[config.mk]
export PLATFORM = sky130hd
export DESIGN_NAME = execute_stage
export DESIGN_NICKNAME = d
export VERILOG_FILES = /design/src/rtl/pipeline_pkg.sv /design/src/rtl/muldiv_unit.sv /design/src/rtl/execute_stage.sv
export SDC_FILE = /design/constraint.sdc
export NUM_CORES = 2
export LEC_CHECK = 0
export ABC_AREA = 1
export CORE_ASPECT_RATIO = 0.75
export CORE_MARGIN = 1
export CORE_UTILIZATION = 25
export CTS_CLUSTER_DIAMETER = 200
export CTS_CLUSTER_SIZE = 14
export DETAILED_ROUTE_END_ITERATION = 16
export GPL_TIMING_DRIVEN = 0
export PLACE_DENSITY = 0.42
export SLEW_MARGIN = 30
export SYNTH_ARGS = -nofsm -noshare
export SYNTH_HDL_FRONTEND = slang
export SYNTH_HIERARCHICAL = 1
export SYNTH_SLANG_ARGS = --single-unit
[constraint.sdc]
create_clock -name i_clk -period 10.1 [get_ports i_clk]
set_clock_uncertainty 0.15 [all_clocks]
set_input_delay 2.02 -clock i_clk [delete_from_list [all_inputs] [get_ports i_clk]]
set_output_delay 2.02 -clock i_clk [all_outputs]
set_load 0.01 [all_outputs]
[src/rtl/pipeline_pkg.sv]
// Shared types and constants for the RV32IM pipeline: ALU opcodes, forwarding selects and
// the multiply/divide FSM states.
package pipeline_pkg;

  localparam int unsigned XLEN = 32;

  localparam logic [1:0] FWD_RF    = 2'b00;
  localparam logic [1:0] FWD_EXMEM = 2'b01;
  localparam logic [1:0] FWD_MEMWB = 2'b10;

  typedef enum logic [4:0] {
    ALU_ADD    = 5'd0,
    ALU_SUB    = 5'd1,
    ALU_SLL    = 5'd2,
    ALU_SRL    = 5'd3,
    ALU_SRA    = 5'd4,
    ALU_SLT    = 5'd5,
    ALU_SLTU   = 5'd6,
    ALU_XOR    = 5'd7,
    ALU_OR     = 5'd8,
    ALU_AND    = 5'd9,
    ALU_PASSB  = 5'd10,
    ALU_MUL    = 5'd16,
    ALU_MULH   = 5'd17,
    ALU_MULHSU = 5'd18,
    ALU_MULHU  = 5'd19,
    ALU_DIV    = 5'd20,
    ALU_DIVU   = 5'd21,
    ALU_REM    = 5'd22,
    ALU_REMU   = 5'd23
  } alu_op_t;

  typedef enum logic [1:0] {
    MD_IDLE = 2'd0,
    MD_BUSY = 2'd1,
    MD_DONE = 2'd2
  } md_state_t;

  function automatic logic is_mop(input logic [4:0] op);
    return (op >= ALU_MUL) && (op <= ALU_REMU);
  endfunction

endpackage

[src/rtl/muldiv_unit.sv]
// Iterative shift-add multiplier / restoring divider working on operand magnitudes,
// with sign fix-up and RISC-V divide special cases applied when the result is presented.
module muldiv_unit
  import pipeline_pkg::*;
#(
  parameter int unsigned XLEN      = 32,
  parameter int unsigned MD_CYCLES = 32
) (
  input  logic            i_clk,
  input  logic            i_rst,
  input  logic            i_start,
  input  logic [4:0]      i_op,
  input  logic [XLEN-1:0] i_a,
  input  logic [XLEN-1:0] i_b,
  input  logic            i_flush,
  input  logic            i_accept,
  output logic            o_busy,
  output logic            o_done,
  output logic [XLEN-1:0] o_result
);

  localparam int unsigned CW = $clog2(MD_CYCLES);

  md_state_t         r_state, w_state_nxt;
  logic [CW-1:0]     r_count, w_count_nxt;
  logic [4:0]        r_op;
  logic [2*XLEN-1:0] r_acc, w_acc_step;
  logic [XLEN-1:0]   r_b, r_a;
  logic              r_neg_lo, r_neg_rem, r_div0, r_ovf;

  logic              w_launch, w_a_signed, w_b_signed, w_a_neg, w_b_neg;
  logic [XLEN-1:0]   w_a_mag, w_b_mag;
  logic [XLEN:0]     w_mul_sum, w_div_sh, w_div_diff;
  logic [2*XLEN-1:0] w_prod;
  logic [XLEN-1:0]   w_quo, w_rem;

  assign w_launch   = (r_state == MD_IDLE) && i_start && !i_flush;
  assign w_a_signed = (i_op == ALU_MULH) || (i_op == ALU_MULHSU) || (i_op == ALU_DIV) ||
                      (i_op == ALU_REM);
  assign w_b_signed = (i_op == ALU_MULH) || (i_op == ALU_DIV) || (i_op == ALU_REM);
  assign w_a_neg    = w_a_signed && i_a[XLEN-1];
  assign w_b_neg    = w_b_signed && i_b[XLEN-1];
  assign w_a_mag    = w_a_neg ? -i_a : i_a;
  assign w_b_mag    = w_b_neg ? -i_b : i_b;

  // Multiplier and dividend both start in the low half; the high half accumulates.
  assign w_mul_sum  = {1'b0, r_acc[2*XLEN-1:XLEN]} + (r_acc[0] ? {1'b0, r_b} : '0);
  assign w_div_sh   = {r_acc[2*XLEN-1:XLEN], r_acc[XLEN-1]};
  assign w_div_diff = w_div_sh - {1'b0, r_b};

  always_comb begin
    if (!r_op[2]) begin
      w_acc_step = {w_mul_sum, r_acc[XLEN-1:1]};
    end else if (w_div_diff[XLEN]) begin
      w_acc_step = {w_div_sh[XLEN-1:0], r_acc[XLEN-2:0], 1'b0};
    end else begin
      w_acc_step = {w_div_diff[XLEN-1:0], r_acc[XLEN-2:0], 1'b1};
    end
  end

  always_comb begin
    w_state_nxt = r_state;
    w_count_nxt = r_count;
    unique case (r_state)
      MD_IDLE: begin
        if (w_launch) begin
          w_state_nxt = MD_BUSY;
          w_count_nxt = '0;
        end
      end
      MD_BUSY: begin
        if (r_count == CW'(MD_CYCLES - 1)) begin
          w_state_nxt = MD_DONE;
          w_count_nxt = '0;
        end else begin
          w_count_nxt = r_count + 1'b1;
        end
      end
      MD_DONE: begin
        if (i_accept) w_state_nxt = MD_IDLE;
      end
      default: w_state_nxt = MD_IDLE;
    endcase
    if (i_flush) begin
      w_state_nxt = MD_IDLE;
      w_count_nxt = '0;
    end
  end

  always_ff @(posedge i_clk) begin
    if (i_rst) begin
      r_state <= MD_IDLE;
      r_count <= '0;
    end else begin
      r_state <= w_state_nxt;
      r_count <= w_count_nxt;
    end
  end

  always_ff @(posedge i_clk) begin
    if (i_rst) begin
      r_op      <= '0;
      r_acc     <= '0;
      r_b       <= '0;
      r_a       <= '0;
      r_neg_lo  <= 1'b0;
      r_neg_rem <= 1'b0;
      r_div0    <= 1'b0;
      r_ovf     <= 1'b0;
    end else if (w_launch) begin
      r_op      <= i_op;
      r_acc     <= {{XLEN{1'b0}}, w_a_mag};
      r_b       <= w_b_mag;
      r_a       <= i_a;
      r_neg_lo  <= w_a_neg ^ w_b_neg;
      r_neg_rem <= w_a_neg;
      r_div0    <= (i_b == '0);
      r_ovf     <= w_b_signed && (i_a == {1'b1, {(XLEN-1){1'b0}}}) && (i_b == '1);
    end else if (r_state == MD_BUSY) begin
      r_acc <= w_acc_step;
    end
  end

  assign w_prod = r_neg_lo ? -r_acc : r_acc;
  assign w_quo  = r_neg_lo ? -r_acc[XLEN-1:0] : r_acc[XLEN-1:0];
  assign w_rem  = r_neg_rem ? -r_acc[2*XLEN-1:XLEN] : r_acc[2*XLEN-1:XLEN];

  always_comb begin
    o_result = '0;
    case (r_op)
      ALU_MUL:                         o_result = w_prod[XLEN-1:0];
      ALU_MULH, ALU_MULHSU, ALU_MULHU: o_result = w_prod[2*XLEN-1:XLEN];
      ALU_DIV, ALU_DIVU: begin
        if (r_div0)     o_result = '1;
        else if (r_ovf) o_result = {1'b1, {(XLEN-1){1'b0}}};
        else            o_result = w_quo;
      end
      ALU_REM, ALU_REMU: begin
        if (r_div0)     o_result = r_a;
        else if (r_ovf) o_result = '0;
        else            o_result = w_rem;
      end
      default:                         o_result = '0;
    endcase
  end

  assign o_busy = (r_state == MD_BUSY);
  assign o_done = (r_state == MD_DONE);

endmodule

[src/rtl/execute_stage.sv]
// EX stage: operand forwarding, single-cycle ALU, multi-cycle multiply/divide and the
// EX/MEM pipeline register.
module execute_stage
  import pipeline_pkg::*;
#(
  parameter int unsigned XLEN      = 32,
  parameter int unsigned MD_CYCLES = 32
) (
  input  logic            i_clk,
  input  logic            i_rst,
  input  logic            i_idex_valid,
  input  logic [4:0]      i_idex_rd,
  input  logic [XLEN-1:0] i_idex_imm,
  input  logic [XLEN-1:0] i_idex_read_data1,
  input  logic [XLEN-1:0] i_idex_read_data2,
  input  logic [4:0]      i_idex_alu_op,
  input  logic            i_idex_alu_src,
  input  logic            i_idex_wb,
  input  logic            i_idex_mem_read,
  input  logic            i_idex_mem_write,
  input  logic [1:0]      i_fwd_a_sel,
  input  logic [1:0]      i_fwd_b_sel,
  input  logic [XLEN-1:0] i_exmem_fwd_data,
  input  logic [XLEN-1:0] i_memwb_fwd_data,
  input  logic            i_flush,
  input  logic            i_mem_stall,
  output logic            o_stall_req,
  output logic            o_exmem_valid,
  output logic [XLEN-1:0] o_exmem_alu_result,
  output logic [XLEN-1:0] o_exmem_store_data,
  output logic [4:0]      o_exmem_rd,
  output logic            o_exmem_wb,
  output logic            o_exmem_mem_read,
  output logic            o_exmem_mem_write
);

  logic [XLEN-1:0] w_op_a, w_rs2, w_op_b, w_alu_result, w_md_result;
  logic [4:0]      w_shamt;
  logic            w_is_mop, w_md_busy, w_md_done, w_launch;

  always_comb begin
    case (i_fwd_a_sel)
      FWD_EXMEM: w_op_a = i_exmem_fwd_data;
      FWD_MEMWB: w_op_a = i_memwb_fwd_data;
      default:   w_op_a = i_idex_read_data1;
    endcase
    case (i_fwd_b_sel)
      FWD_EXMEM: w_rs2 = i_exmem_fwd_data;
      FWD_MEMWB: w_rs2 = i_memwb_fwd_data;
      default:   w_rs2 = i_idex_read_data2;
    endcase
  end

  assign w_op_b  = i_idex_alu_src ? i_idex_imm : w_rs2;
  assign w_shamt = w_op_b[4:0];

  always_comb begin
    w_alu_result = '0;
    case (i_idex_alu_op)
      ALU_ADD:   w_alu_result = w_op_a + w_op_b;
      ALU_SUB:   w_alu_result = w_op_a - w_op_b;
      ALU_SLL:   w_alu_result = w_op_a << w_shamt;
      ALU_SRL:   w_alu_result = w_op_a >> w_shamt;
      ALU_SRA:   w_alu_result = $unsigned($signed(w_op_a) >>> w_shamt);
      ALU_SLT:   w_alu_result = {{(XLEN-1){1'b0}}, $signed(w_op_a) < $signed(w_op_b)};
      ALU_SLTU:  w_alu_result = {{(XLEN-1){1'b0}}, w_op_a < w_op_b};
      ALU_XOR:   w_alu_result = w_op_a ^ w_op_b;
      ALU_OR:    w_alu_result = w_op_a | w_op_b;
      ALU_AND:   w_alu_result = w_op_a & w_op_b;
      ALU_PASSB: w_alu_result = w_op_b;
      default:   w_alu_result = '0;
    endcase
  end

  assign w_is_mop = is_mop(i_idex_alu_op);
  assign w_launch = i_idex_valid && w_is_mop && !w_md_busy && !w_md_done && !i_flush;

  muldiv_unit #(
    .XLEN      (XLEN),
    .MD_CYCLES (MD_CYCLES)
  ) u_muldiv (
    .i_clk    (i_clk),
    .i_rst    (i_rst),
    .i_start  (w_launch),
    .i_op     (i_idex_alu_op),
    .i_a      (w_op_a),
    .i_b      (w_op_b),
    .i_flush  (i_flush),
    .i_accept (!i_mem_stall),
    .o_busy   (w_md_busy),
    .o_done   (w_md_done),
    .o_result (w_md_result)
  );

  assign o_stall_req = !i_rst && (i_mem_stall || w_md_busy || w_launch);

  // An M op only reaches EX/MEM from DONE; before that the stage emits bubbles.
  always_ff @(posedge i_clk) begin
    if (i_rst) begin
      o_exmem_valid      <= 1'b0;
      o_exmem_alu_result <= '0;
      o_exmem_store_data <= '0;
      o_exmem_rd         <= '0;
      o_exmem_wb         <= 1'b0;
      o_exmem_mem_read   <= 1'b0;
      o_exmem_mem_write  <= 1'b0;
    end else if (!i_mem_stall) begin
      if (i_flush || !i_idex_valid || (w_is_mop && !w_md_done)) begin
        o_exmem_valid      <= 1'b0;
        o_exmem_alu_result <= '0;
        o_exmem_store_data <= '0;
        o_exmem_rd         <= '0;
        o_exmem_wb         <= 1'b0;
        o_exmem_mem_read   <= 1'b0;
        o_exmem_mem_write  <= 1'b0;
      end else begin
        o_exmem_valid      <= 1'b1;
        o_exmem_alu_result <= w_is_mop ? w_md_result : w_alu_result;
        o_exmem_store_data <= w_rs2;
        o_exmem_rd         <= i_idex_rd;
        o_exmem_wb         <= i_idex_wb;
        o_exmem_mem_read   <= i_idex_mem_read;
        o_exmem_mem_write  <= i_idex_mem_write;
      end
    end
  end

endmodule
Yosys cells after proc, flatten, opt, wreduce, memory -nomap -nowiden
Index checks and enable logic that the tools add are counted.

Flip-flop bits (word level): 217. Input port bits: 183. Output and inout port bits: 74. Logic and storage cells: 146.

Add/sub/neg operators: 10. Magnitude comparators: 4. Eq/ne operators: 34. Shift operators: 3. Mux-type cells: 34. Bitwise operators: 4. Reduce and logical (&&, ||, !) cells: 39.

Operator list (count): 32-bit 2-to-1 mux (15); 32-bit case mux with 11 select lines (1); 64-bit 2-to-1 mux (3); 32-bit negation (4); 32-bit case mux with 2 select lines (2); 32-bit case mux with 4 select lines (1); 5-bit equality test, second input constant (13); 32-bit equality test, second input constant (2); 32-bit < comparator (2); 64-bit negation (1); 32-bit by 32-bit adder with 33-bit output (1); 33-bit by 32-bit subtractor with 33-bit output (1); 32-bit adder (1); 32-bit bitwise AND (1); 32-bit logical NOT (1); 32-bit bitwise OR (1); 32-bit by 5-bit << shifter with 32-bit output (1); 32-bit by 5-bit right shift with 32-bit output (1); 32-bit by 5-bit >>> shifter with 32-bit output (1); 32-bit subtractor (1); 32-bit bitwise XOR (1); 5-bit by 3-bit equality test with 1-bit output, second input constant (4); 5-bit by 4-bit equality test with 1-bit output, second input constant (3); 5-bit 2-to-1 mux (3); 24 further kinds (63).

Logic depth before layout (Yosys ltp)
Depth in word-level cells: 10. Depth in mapped cells: 29. Mapped depth without buffers: 26.

Cells and area by module
Netlist, hierarchy kept.

Modules (own cells, without submodules): muldiv_unit (instances 1, cells each 3256, area each 17491.8 µm², sequential area each 2882.8 µm²); execute_stage (instances 1, cells each 2717, area each 14351.3 µm², sequential area each 1461.4 µm²).

Worst setup path before layout
No wires, ideal clock.

Kind: input-to-reg. Start point: input port i_fwd_b_sel[0]. End point: register o_exmem_alu_result[18]. Library setup time: 0.132 ns. Arrival time: 5.000 ns. Data required time: 9.818 ns. Slack: 4.818 ns. Stages: 27. Buffers on the path: 3. Cells stage by stage: inv_1 ha_1 inv_2 buf_2 buf_4 nand3_1 o21ai_0 inv_1 nand2_1 nand2_1 ha_1 buf_4 inv_1 nor2_1 inv_1 nor2_1 nand2_1 o21ai_0 nand2_1 nand2_1 nand2_1 nand3_1 nand3_1 nor2_1 nand3_1 nand2_1 a21oi_1.

Word-level cells in the longest chain between the ends: 7. Elaborated cells on any way between the ends: 15. Those cells by class: add/sub: 2; eq/ne: 2; shift: 3; mux: 5; bitwise: 3.

RTL lines: start: declaration (RTL line execute_stage.sv:22) `input logic [1:0] i_fwd_b_sel,`; 2-bit equality test or 2-bit by 1-bit equality test with 1-bit output (tied branches) (RTL line execute_stage.sv:47) `case (i_fwd_b_sel)`; 32-bit case mux with 2 select lines * (RTL line execute_stage.sv:47); 32-bit 2-to-1 mux * (RTL line execute_stage.sv:54) `assign w_op_b = i_idex_alu_src ? i_idex_imm : w_rs2;`; net w_op_b[11] (RTL line execute_stage.sv:37) `logic [XLEN-1:0] w_op_a, w_rs2, w_op_b, w_alu_result, w_md_result;`; 32-bit subtractor or 32-bit adder (tied branches) (RTL line execute_stage.sv:61, execute_stage.sv:60); 32-bit case mux with 11 select lines * (RTL line execute_stage.sv:59) `case (i_idex_alu_op)`; 32-bit 2-to-1 mux * (RTL line execute_stage.sv:118) `o_exmem_alu_result <= w_is_mop ? w_md_result : w_alu_result;`; 32-bit 2-to-1 mux * (RTL line execute_stage.sv:108) `if (i_flush || !i_idex_valid || (w_is_mop && !w_md_done)) begin`; end signal: assignment (RTL line execute_stage.sv:118); end: declaration (RTL line execute_stage.sv:29) `output logic [XLEN-1:0] o_exmem_alu_result,`.

Mark *: on every way through the listed nets, which the timed path passes. The rest lies on a longest branch. A chain may end at the register's enable or synchronous reset.

Final worst setup path
Start point: input port i_fwd_b_sel[0]. End point: register o_exmem_alu_result[0].

Word-level cells in the longest chain between the ends: 7. Elaborated cells on any way between the ends: 17. Those cells by class: add/sub: 2; order compare: 2; eq/ne: 2; shift: 3; mux: 5; bitwise: 3.

RTL lines (RTL line): 2-bit equality test or 2-bit by 1-bit equality test with 1-bit output (tied branches) (execute_stage.sv:47); 32-bit case mux with 2 select lines * (execute_stage.sv:47); 32-bit 2-to-1 mux * (execute_stage.sv:54); net w_op_b[29] (execute_stage.sv:37); 32-bit < comparator, on equally long branches (execute_stage.sv:66, execute_stage.sv:65); 32-bit case mux with 11 select lines * (execute_stage.sv:59); 32-bit 2-to-1 mux * (execute_stage.sv:118); 32-bit 2-to-1 mux * (execute_stage.sv:108).

Marks and branches as above.

==> impl_metrics.csv <==
group,metric,value,unit
run_status,status,"completed",
route,drt_iter0_markers,6624,
route,drc,0,
synthesis,syn_inst,5973,
die,num_io_pins,257,
power,internal_power,1848,µW
synthesis,synthFlopType,"dfxtp_1",
sta,slew_viol_final,0,
sta,rsz0062_at_grt,"no",
critical_path,cp_slowest_cell,"a21oi_1",
power,power.switching,2288,µW
cells_and_area,fin_nets,6627,
synthesis,async_reset_ff_share,0,%
cells_and_area,syn_to_final_growth,16.93,%
sta,relSlewSlack,26.90,%
sta,max_freq,111.3,MHz
power,p_leak,0.01834,µW
sta,hold_viol,0,
synthesis,synth_warnings,6,
critical_path,startpoint_type,"primary input",
synthesis,synth_cell_type_count,69,
place,post_dp_cell_area,36680,µm²
power,ir_worst_vdd,0.09755,mV
grt,grt_start_max_net_pins,17,
sta,fin_setup_tns,0,ps
route,ant_nets,0,
route,vias,44150,
clock_network,clk_pin_slew,70,ps
critical_path,cp_data_arrival_time,9290,ps
sta,setup_viol,0,
synthesis,synth_seq_cells,217,
die,coreArea,125400,µm²
route,routed_wl,231900,µm
sta,worst_slew_pin_slew,1085,ps
critical_path,worstPathMaxFanout,10,
synthesis,syn_avg_cell_area,5.331,µm²
grt,grt_usage,34.35,%
synthesis,synthesis.nets,6339,
synthesis,synth_edf_count,0,
critical_path,critPathMaxStageDelay,850,ps
critical_path,path_buf_inv,7,
place,port_buffers,255,
route,drtPass1Iterations,8,
clock_network,insertion_delay,590,ps
clock_network,hold_buffers,0,
synthesis,ys_seq_area_share,13.64,%
clock_network,cts_buffers,19,
grt,grt-ovfl-total,0,
cells_and_area,final_common_cell,"nand2_1",
hold_path,hp-class,"reg2reg",
sta,period_minus_slack,8984,ps
die,initial_core_util,25.39,%
route,wire_per_inst,29.29,µm
die,die_x,414.1,µm
critical_path,critPathCaptureType,"flop",
critical_path,criticalPathCategory,"in2reg",
sta,layout_setup_ws,1116,ps
place,finalWeightedCongestion,1.089,
cells_and_area,layout-drive-gt1-share,4.742,%
clock_network,cts_tree,"yes",
critical_path,cp_data_required_time,10400,ps
cells_and_area,stdcell_area,37230,µm²
die,num_rows,112,
clock_network,htree_levels,1,
grt,grt_pass1_vias,39260,
sta,period_share,88.95,%
place,dp_slack,1179,ps
cells_and_area,final_cell_mix,"nand2_1 (1,858), inv_1 (803), nand3_1 (768)",
clock_network,ctsRootBufferMaster,"clkbuf_16",
critical_path,path_delay_family,"compound AO/OA/AOI/OAI gates",
power,p_sw_share,55.33,%
clock_network,cts_sinks,217,
power,seq_power_share,21.5,%
place,dp_cells,7893,
die,die-area,128800,µm²
run,drv_cap,0,
grt,antenna_found_initial,16,
clock_network,cts_resized,0,
place,dp_hpwl,197400,µm
grt,grt_pass1_wl,315000,µm
clock_network,cts_setup_buffers,0,
power,combPwrFrac,59.4,%
power,cellPowerDensity,111.1,nW/µm²
power,pwr-share-clk,19.1,%
die,die_height,311.1,µm
cells_and_area,final_cell_count_no_fill,7919,
synthesis,syn-cell-area,31840,µm²
route,viasPerCell,5.575,
clock_network,clk_path_buf_depth,3,
## layout make-up
type,instances,area (µm²)
Antenna cell,3,7.507
Buffer,243,1174
Clock buffer,21,493.0
Clock inverter,2,38.79
Fill cell,14710,88190
Inverter,832,3126
Multi-Input combinational cell,4681,23300
Sequential cell,217,4344
Tap cell,1653,2068
Timing Repair Buffer,267,2688
## logic make-up (layout without fill, tap and decap cells)
family | count (synthesis) | in the layout | synth area share [%]
DFF | 217 | 217 | 13.64
other | 0 | 3 | 0
buffers and inverters | 1075 | 1365 | 13.48
adders and majority gates | 183 | 183 | 7.285
xor gates and xnor gates | 57 | 57 | 1.568
AOI/OAI and AO/OA | 988 | 988 | 17.78
and+or+nand+nor | 3453 | 3453 | 46.25
## path summary, 6_finish.rpt
path | slack, ps | cells past startpoint | endpoint | start
max | 1120 | 25 | o_exmem_alu_result[0]$_SDFFE_PP0N_ | i_fwd_b_sel[0]
min reg2reg | 320 | 2 | o_exmem_alu_result[21]$_SDFFE_PP0N_ | o_exmem_alu_result[21]$_SDFFE_PP0N_
max reg2reg | 5380 | 14 | u_muldiv/r_acc[63]$_SDFFE_PP0P_ | u_muldiv/r_state[0]$_SDFFE_PP0P_
min | 320 | 2 | o_exmem_alu_result[21]$_SDFFE_PP0N_ | o_exmem_alu_result[21]$_SDFFE_PP0N_
## tightest hold or removal path, cell delays in order, from the launching register on
cell and delay (ps):
dfxtp_1 310, nand2_1 60, a21oi_1 50
## Yosys cell counts, drive strengths merged (5+ instances only)
| cell type | instances | share of area [%] |
|---|---|---|
| a22oi | 17 | 0.40 |
| o21a | 9 | 0.21 |
| nand3 | 780 | 12 |
| o221ai | 7 | 0.19 |
| dfxtp | 217 | 14 |
| a211oi | 13 | 0.31 |
| a2bb2oi | 5 | 0.14 |
| buf | 124 | 2.3 |
| a22o | 6 | 0.17 |
| clkinv | 10 | 0.12 |
| a21boi | 11 | 0.29 |
| nor4 | 13 | 0.26 |
| inv | 822 | 9.7 |
| nor2 | 558 | 6.8 |
| a21oi | 372 | 6.1 |
| o21bai | 25 | 0.59 |
| a21o | 5 | 0.12 |
| a31oi | 11 | 0.22 |
| nor3 | 62 | 1.1 |
| o22ai | 59 | 1.2 |
| o21ai | 362 | 5.8 |
| and2 | 5 | 0.098 |
| a221oi | 9 | 0.25 |
| xor2 | 54 | 1.5 |
| o211ai | 58 | 1.4 |
| or2 | 17 | 0.33 |
| ha | 179 | 7.0 |
| nand4 | 116 | 2.3 |
| clkbuf | 119 | 1.4 |
| nand2 | 1884 | 23 |
| nand3b | 14 | 0.33 |
## metal layers
layer / GRT usage [%] / wire length (µm)
met2: 44.42 / 84620
met1: 53.32 / 111700
met5: 0 / 19
met4: 5.940 / 4803
met3: 11.44 / 30780
## power groups by stage
stage          Sequential (µW)  Combinational (µW)  Clock (µW)
4_1_cts                    890                2320         805
2_1_floorplan              902                1280           0
5_1_grt                    891                2570         830
3_5_place_dp               910                2300           0
3_3_place_gp               910                2310           0
6_report                   891                2460         789
## registers in the layout (all words and copies together), names as in the netlist, 2 cells and up
signal and flops:
o_exmem_alu_result 32, u_muldiv/r_b 32, o_exmem_store_data 32, u_muldiv/r_a 32
u_muldiv/r_count 5, u_muldiv/r_state 2, u_muldiv/r_acc 64, o_exmem_rd 5
u_muldiv/r_op 5
## stage by stage
stage | total power, µW | utilization [%] | hold slack, ps
6_report | 4136 | 29.69 | 315.8
5_1_grt | 4287 | 29.68 | 333.1
4_1_cts | 4010 | 29.67 | 317.2
3_5_place_dp | 3213 | 29.24 | 306.4
3_3_place_gp | 3216 | 29.07 | 295.8
2_1_floorplan | 2184 | - | 278.6
Power figures use the tool's default switching activity.
